--- config.mk ---
export PLATFORM = sky130hd
export DESIGN_NAME = regfile_hazard_ctrl
export DESIGN_NICKNAME = d
export VERILOG_FILES = /design/src/rtl/regfile_hazard_ctrl.sv
export SDC_FILE = /design/constraint.sdc
export NUM_CORES = 1
export LEC_CHECK = 0
export CAP_MARGIN = 15
export CORE_ASPECT_RATIO = 0.7
export CORE_MARGIN = 4
export CORE_UTILIZATION = 45
export CTS_BUF_LIST = sky130_fd_sc_hd__clkbuf_4 sky130_fd_sc_hd__clkbuf_8 sky130_fd_sc_hd__clkbuf_16
export DETAILED_ROUTE_END_ITERATION = 8
export PLACE_DENSITY_LB_ADDON = 0.3
export SETUP_SLACK_MARGIN = 0.3
export SYNTH_ARGS = -nofsm -noshare
export SYNTH_HDL_FRONTEND = slang
export SYNTH_SLANG_ARGS = --single-unit
--- constraint.sdc ---
create_clock -name clk -period 4.2 [get_ports clk]
set_input_delay 1.26 -clock clk [delete_from_list [all_inputs] [get_ports clk]]
set_output_delay 1.26 -clock clk [all_outputs]
set_load 0.01 [all_outputs]
--- src/rtl/regfile_hazard_ctrl.sv ---
// Scoreboard hazard/stall controller for the 32x32 register file.
// Counts in-flight writes per register, stalls decode on RAW or saturation, and sequences the post-reset RF clear.
module regfile_hazard_ctrl #(
  parameter int unsigned CNT_W      = 2,
  parameter int unsigned RST_CYCLES = 2,
  parameter int unsigned NREG       = 32
) (
  input  logic            clk,
  input  logic            rst,
  input  logic            id_valid,
  input  logic [4:0]      id_rs1,
  input  logic            id_use_rs1,
  input  logic [4:0]      id_rs2,
  input  logic            id_use_rs2,
  input  logic [4:0]      id_rd,
  input  logic            id_wen,
  input  logic            wb_valid,
  input  logic [4:0]      wb_rd,
  input  logic            wb_wen,
  input  logic            kill_valid,
  input  logic [4:0]      kill_rd,
  input  logic            kill_wen,
  output logic            stall,
  output logic            rf_rst,
  output logic [NREG-1:0] pending,
  output logic [31:0]     stall_cnt,
  output logic            err
);

  localparam int unsigned AW = 5;
  localparam int unsigned IW = $clog2(RST_CYCLES + 1);
  localparam int unsigned SW = CNT_W + 2;
  localparam logic [CNT_W-1:0] CNT_MAX = '1;

  logic [CNT_W-1:0] cnt     [NREG];
  logic [CNT_W-1:0] cnt_nxt [NREG];
  logic [IW-1:0]    init_cnt;
  logic             init_active;
  logic             raw1, raw2, full;
  logic             issue, retire, squash;
  logic             event_err;
  logic [SW-1:0]    sum;
  logic [1:0]       dec;

  assign init_active = (init_cnt != '0);

  // Hazard detection against the pre-edge counts; a same-cycle WB does not unblock a reader.
  assign raw1  = id_use_rs1 && (id_rs1 != '0) && (cnt[id_rs1] != '0);
  assign raw2  = id_use_rs2 && (id_rs2 != '0) && (cnt[id_rs2] != '0);
  assign full  = id_wen && (id_rd != '0) && (cnt[id_rd] == CNT_MAX);
  assign stall = init_active || (id_valid && (raw1 || raw2 || full));

  assign issue  = id_valid && !stall && id_wen && (id_rd != '0);
  assign retire = wb_valid && wb_wen && (wb_rd != '0);
  assign squash = kill_valid && kill_wen && (kill_rd != '0);

  // Per-register net update: +issue -retire -squash, clamped to the counter range.
  always_comb begin
    event_err = 1'b0;
    sum       = '0;
    dec       = '0;
    for (int unsigned i = 0; i < NREG; i++) cnt_nxt[i] = cnt[i];
    if (init_active) begin
      event_err = retire || squash;
    end else begin
      for (int unsigned i = 1; i < NREG; i++) begin
        sum = SW'(cnt[i]) + SW'(issue && (id_rd == AW'(i)));
        dec = 2'(retire && (wb_rd == AW'(i))) + 2'(squash && (kill_rd == AW'(i)));
        if (sum < SW'(dec)) begin
          cnt_nxt[i] = '0;
          event_err  = 1'b1;
        end else if ((sum - SW'(dec)) > SW'(CNT_MAX)) begin
          cnt_nxt[i] = CNT_MAX;
          event_err  = 1'b1;
        end else begin
          cnt_nxt[i] = CNT_W'(sum - SW'(dec));
        end
      end
    end
  end

  always_ff @(posedge clk or negedge rst) begin
    if (!rst) begin
      for (int unsigned i = 0; i < NREG; i++) cnt[i] <= '0;
      init_cnt  <= IW'(RST_CYCLES);
      rf_rst    <= 1'b1;
      pending   <= '0;
      stall_cnt <= '0;
      err       <= 1'b0;
    end else begin
      for (int unsigned i = 0; i < NREG; i++) cnt[i] <= cnt_nxt[i];
      if (init_active) init_cnt <= init_cnt - IW'(1);
      // High while the post-edge init count is still nonzero.
      rf_rst     <= (init_cnt > IW'(1));
      pending[0] <= 1'b0;
      for (int unsigned i = 1; i < NREG; i++) pending[i] <= (cnt_nxt[i] != '0);
      if (stall && id_valid && (stall_cnt != '1)) stall_cnt <= stall_cnt + 32'd1;
      if (event_err) err <= 1'b1;
    end
  end

endmodule

==> flow_summary.ini <==
[outcome]
outcome = complete, but fails checks
violations = setup timing

[yosys]
synthAdderAreaFrac_pct = 27.34
syn_inst = 1256
syn_nets = 1511
synth_cell_types = 66
synth_ff_type = dfrtp_1
synth_compound_area_share_pct = 9.661
avgSynthCellArea_um2 = 9.373
synth_top_family_by_area = adder cells
synth_edf_count = 0
synth_xor_area_share_pct = 2.381
synth_top_cell_by_area = dfrtp_1
yosysMostFrequentCell = inv_1
yosys_register_bits = 129
synth_top_cell_area_share_pct = 27.00
synth-seq-area-share_pct = 27.44
synth_common_cells = inv_1, ha_1, dfrtp_1, nor2_1, a21oi_1
synthMuxAreaShare_pct = 5.920
yosys-top-cells-area = dfrtp_1, ha_1, fa_1
async_flop_share_pct = 100.0
yosysWarnings = 0
netlist_area_um2 = 11770
yosys.area_share.simple_pct = 19.83

[clock_tree]
clk_latency_ns = 0.44
cts_made_buffers = 17
cts_tree = yes
htree_levels = 4
root_buffer = clkbuf_16
cts_sinks = 129
clockBufferDepth = 2
postCtsHoldBufs = 0
clkTransAtPathRegs_ns = 0.06

[setup_path]
cpPeakStageDelay_ns = 0.50
cp-start-kind = input port
crit_fanout = 5
rrSetupSlack_ns = -0.76
cp_data_arrival_time_ns = 5.68
worstPathRequired_ns = 4.52
crit_type = in -> reg
path_delay_family = adder cells
crit_path_end_kind = register
slowest_stage = mux4_2
crit_buf_inv = 8
crit_chain = buf_6 -> buf_12 -> buf_8 -> mux4_2 -> a21o_1 -> a311oi_2 -> a211o_1 -> buf_4 -> nand4bb_4 -> buf_6 -> buf_16 -> buf_8 -> nor4_4 -> ha_2 -> ha_4 -> inv_2 -> fa_2 -> ha_4 -> and2_4 -> nand4_1 -> nor3_2 -> nand4_1 -> o21ai_1 -> nand2b_1

[timing]
worst_pin_slew_ns = 0.9555
setup_ws_ns = -1.166
hold_viol = 0
finalClockSkew_ns = 0.01364
hold_ws_ns = 0.4947
rsz0062_at_grt = true
relSlewSlack_pct = 36.30
drv_slew = 0
post-route-period-util_pct = 127.8
fmax_ghz = 0.1864
setup_violations = 95
finalCriticalPeriod_ns = 5.366

[placed_design]
placed_cells = 1918
numPortBuffers = 100
post-dp-hpwl_um = 34230
gp_congestion = 1.065

[floorplanning]
std_cell_rows = 49
dieWidth_um = 201.3
fp.dieH_um = 143.3
dieArea_um2 = 28850
start_util_pct = 45.83
core_region_area_um2 = 25690
ios = 102

[routing]
vias = 11990
wl_met2_um = 20860
drt_iter0_drc = 1190
wl_met1_um = 19910
totalWireLength_um = 48380
postRouteAntennaNets = 0
vias_per_cell = 5.950
top_layer = met5
drc = 0
wire_per_inst_um = 24.01
firstDrtPassIters = 6
route.met3.wl_um = 5595

[cells_and_area]
drive_gt1_share_pct = 49.94
area_delta_synth_final_pct = 62.39
final_nets = 1926
regArea_um2 = 3231
final_cells = 2015
multiInputGateArea_um2 = 10050
nFillCells = 1636
num_antenna_cells = 0

[power]
powerDensity_nw_per_um2 = 433.3
peakVddDrop_mv = 0.3511
total_power_mw = 8.284
p_leak_nw = 8.563

[global_route]
grt_pass1_vias = 11750
grt_pass1_wl_um = 68940
grtUsageTotal_pct = 31.32
grt_remaining_overflow = 0
grt_max_degree = 86
antenna_found_initial = 2

[flow_run]
max_cap_viol_count = 0

[hold_path]
hold_class = reg -> reg
## worst paths after layout
| check | to | start | depth (start not counted) |
|---|---|---|---|
| max | err | id_rs1[1] | 24 |
| min | stall_cnt[29] | stall_cnt[29] | 1 |
| max reg2reg | err | cnt[40] | 21 |
| min reg2reg | stall_cnt[29] | stall_cnt[29] | 1 |
| max in group asynchronous | cnt[12] | rst | 2 |
| min in group asynchronous | pending[11] | rst | 1 |
## metrics by stage
stage / TNS [ns] / setup WS, ns / util (%) / instance area (um2)
after global routing: -72.20 / -1.291 / 74.42 / 19120
after global placement: -156.21 / -2.236 / 62.69 / 16100
after CTS: -54.94 / -0.9516 / 69.85 / 17940
after floorplan: -48.77 / -0.8446 / - / 12660
after detailed placement: -158.24 / -2.237 / 62.69 / 16100
final: -63.26 / -1.166 / 74.42 / 19120
## area by class of cell
| cell class | count | share of cell area, % |
|---|---|---|
| multi-input combinational | 910 | 52.57 |
| timing repair buffer | 443 | 21.60 |
| sequential | 129 | 16.90 |
| inverter | 170 | 3.462 |
| clock buffer | 17 | 2.225 |
| tap | 331 | 2.166 |
| clock inverter | 15 | 1.080 |
## registers in the layout, indices dropped and copies added (netlist names)
register,count
init_cnt,2
pending,31
stall_cnt,32
rf_rst,1
cnt,62
err,1
## per-layer routing
metal / global-route usage [%] / vias to the layer above
met5: 0 / -
met4: 8.663 / 4
met3: 13.13 / 182
met2: 45.92 / 658
met1: 42.91 / 5953
li1: - / 5192
## cells in the final DEF, fill, tap and decap left out, types with 35 or more instances in the layout
| master | instances |
|---|---|
| buf_4 | 264 |
| nand3_1 | 35 |
| buf_6 | 56 |
| nand2_1 | 65 |
| a21oi_2 | 47 |
| ha_1 | 51 |
| nor2_1 | 96 |
| clkdlybuf4s50_1 | 87 |
| inv_2 | 44 |
| inv_1 | 123 |
| ha_4 | 81 |
| dfrtp_1 | 127 |
## cells by family after synthesis
| logic type | Yosys count |
|---|---|
| DFF | 129 |
| xor gates and xnor gates | 32 |
| buffers and inverters | 217 |
| adders and majority gates | 220 |
| and+or+nand+nor | 417 |
| AOI/OAI and AO/OA | 185 |
| other | 1 |
| muxes | 55 |
## power breakdown
part,total [mW],switching [mW],leakage [nW],internal (mW)
combinational,4.77,2.38,6.93,2.39
sequential,1.87,0.314,1.33,1.55
clock,1.65,0.652,0.304,1.00
total,8.28,3.34,8.56,4.94
## timing repair
action,in CTS,in global routing
setup endpoints to repair,106,95
setup buffers,29,32
cloned,4,0
endpoints found under the hold margin,0,0
resized for setup,233,185
pin swaps,76,110
(Power assumes the default switching activity.)
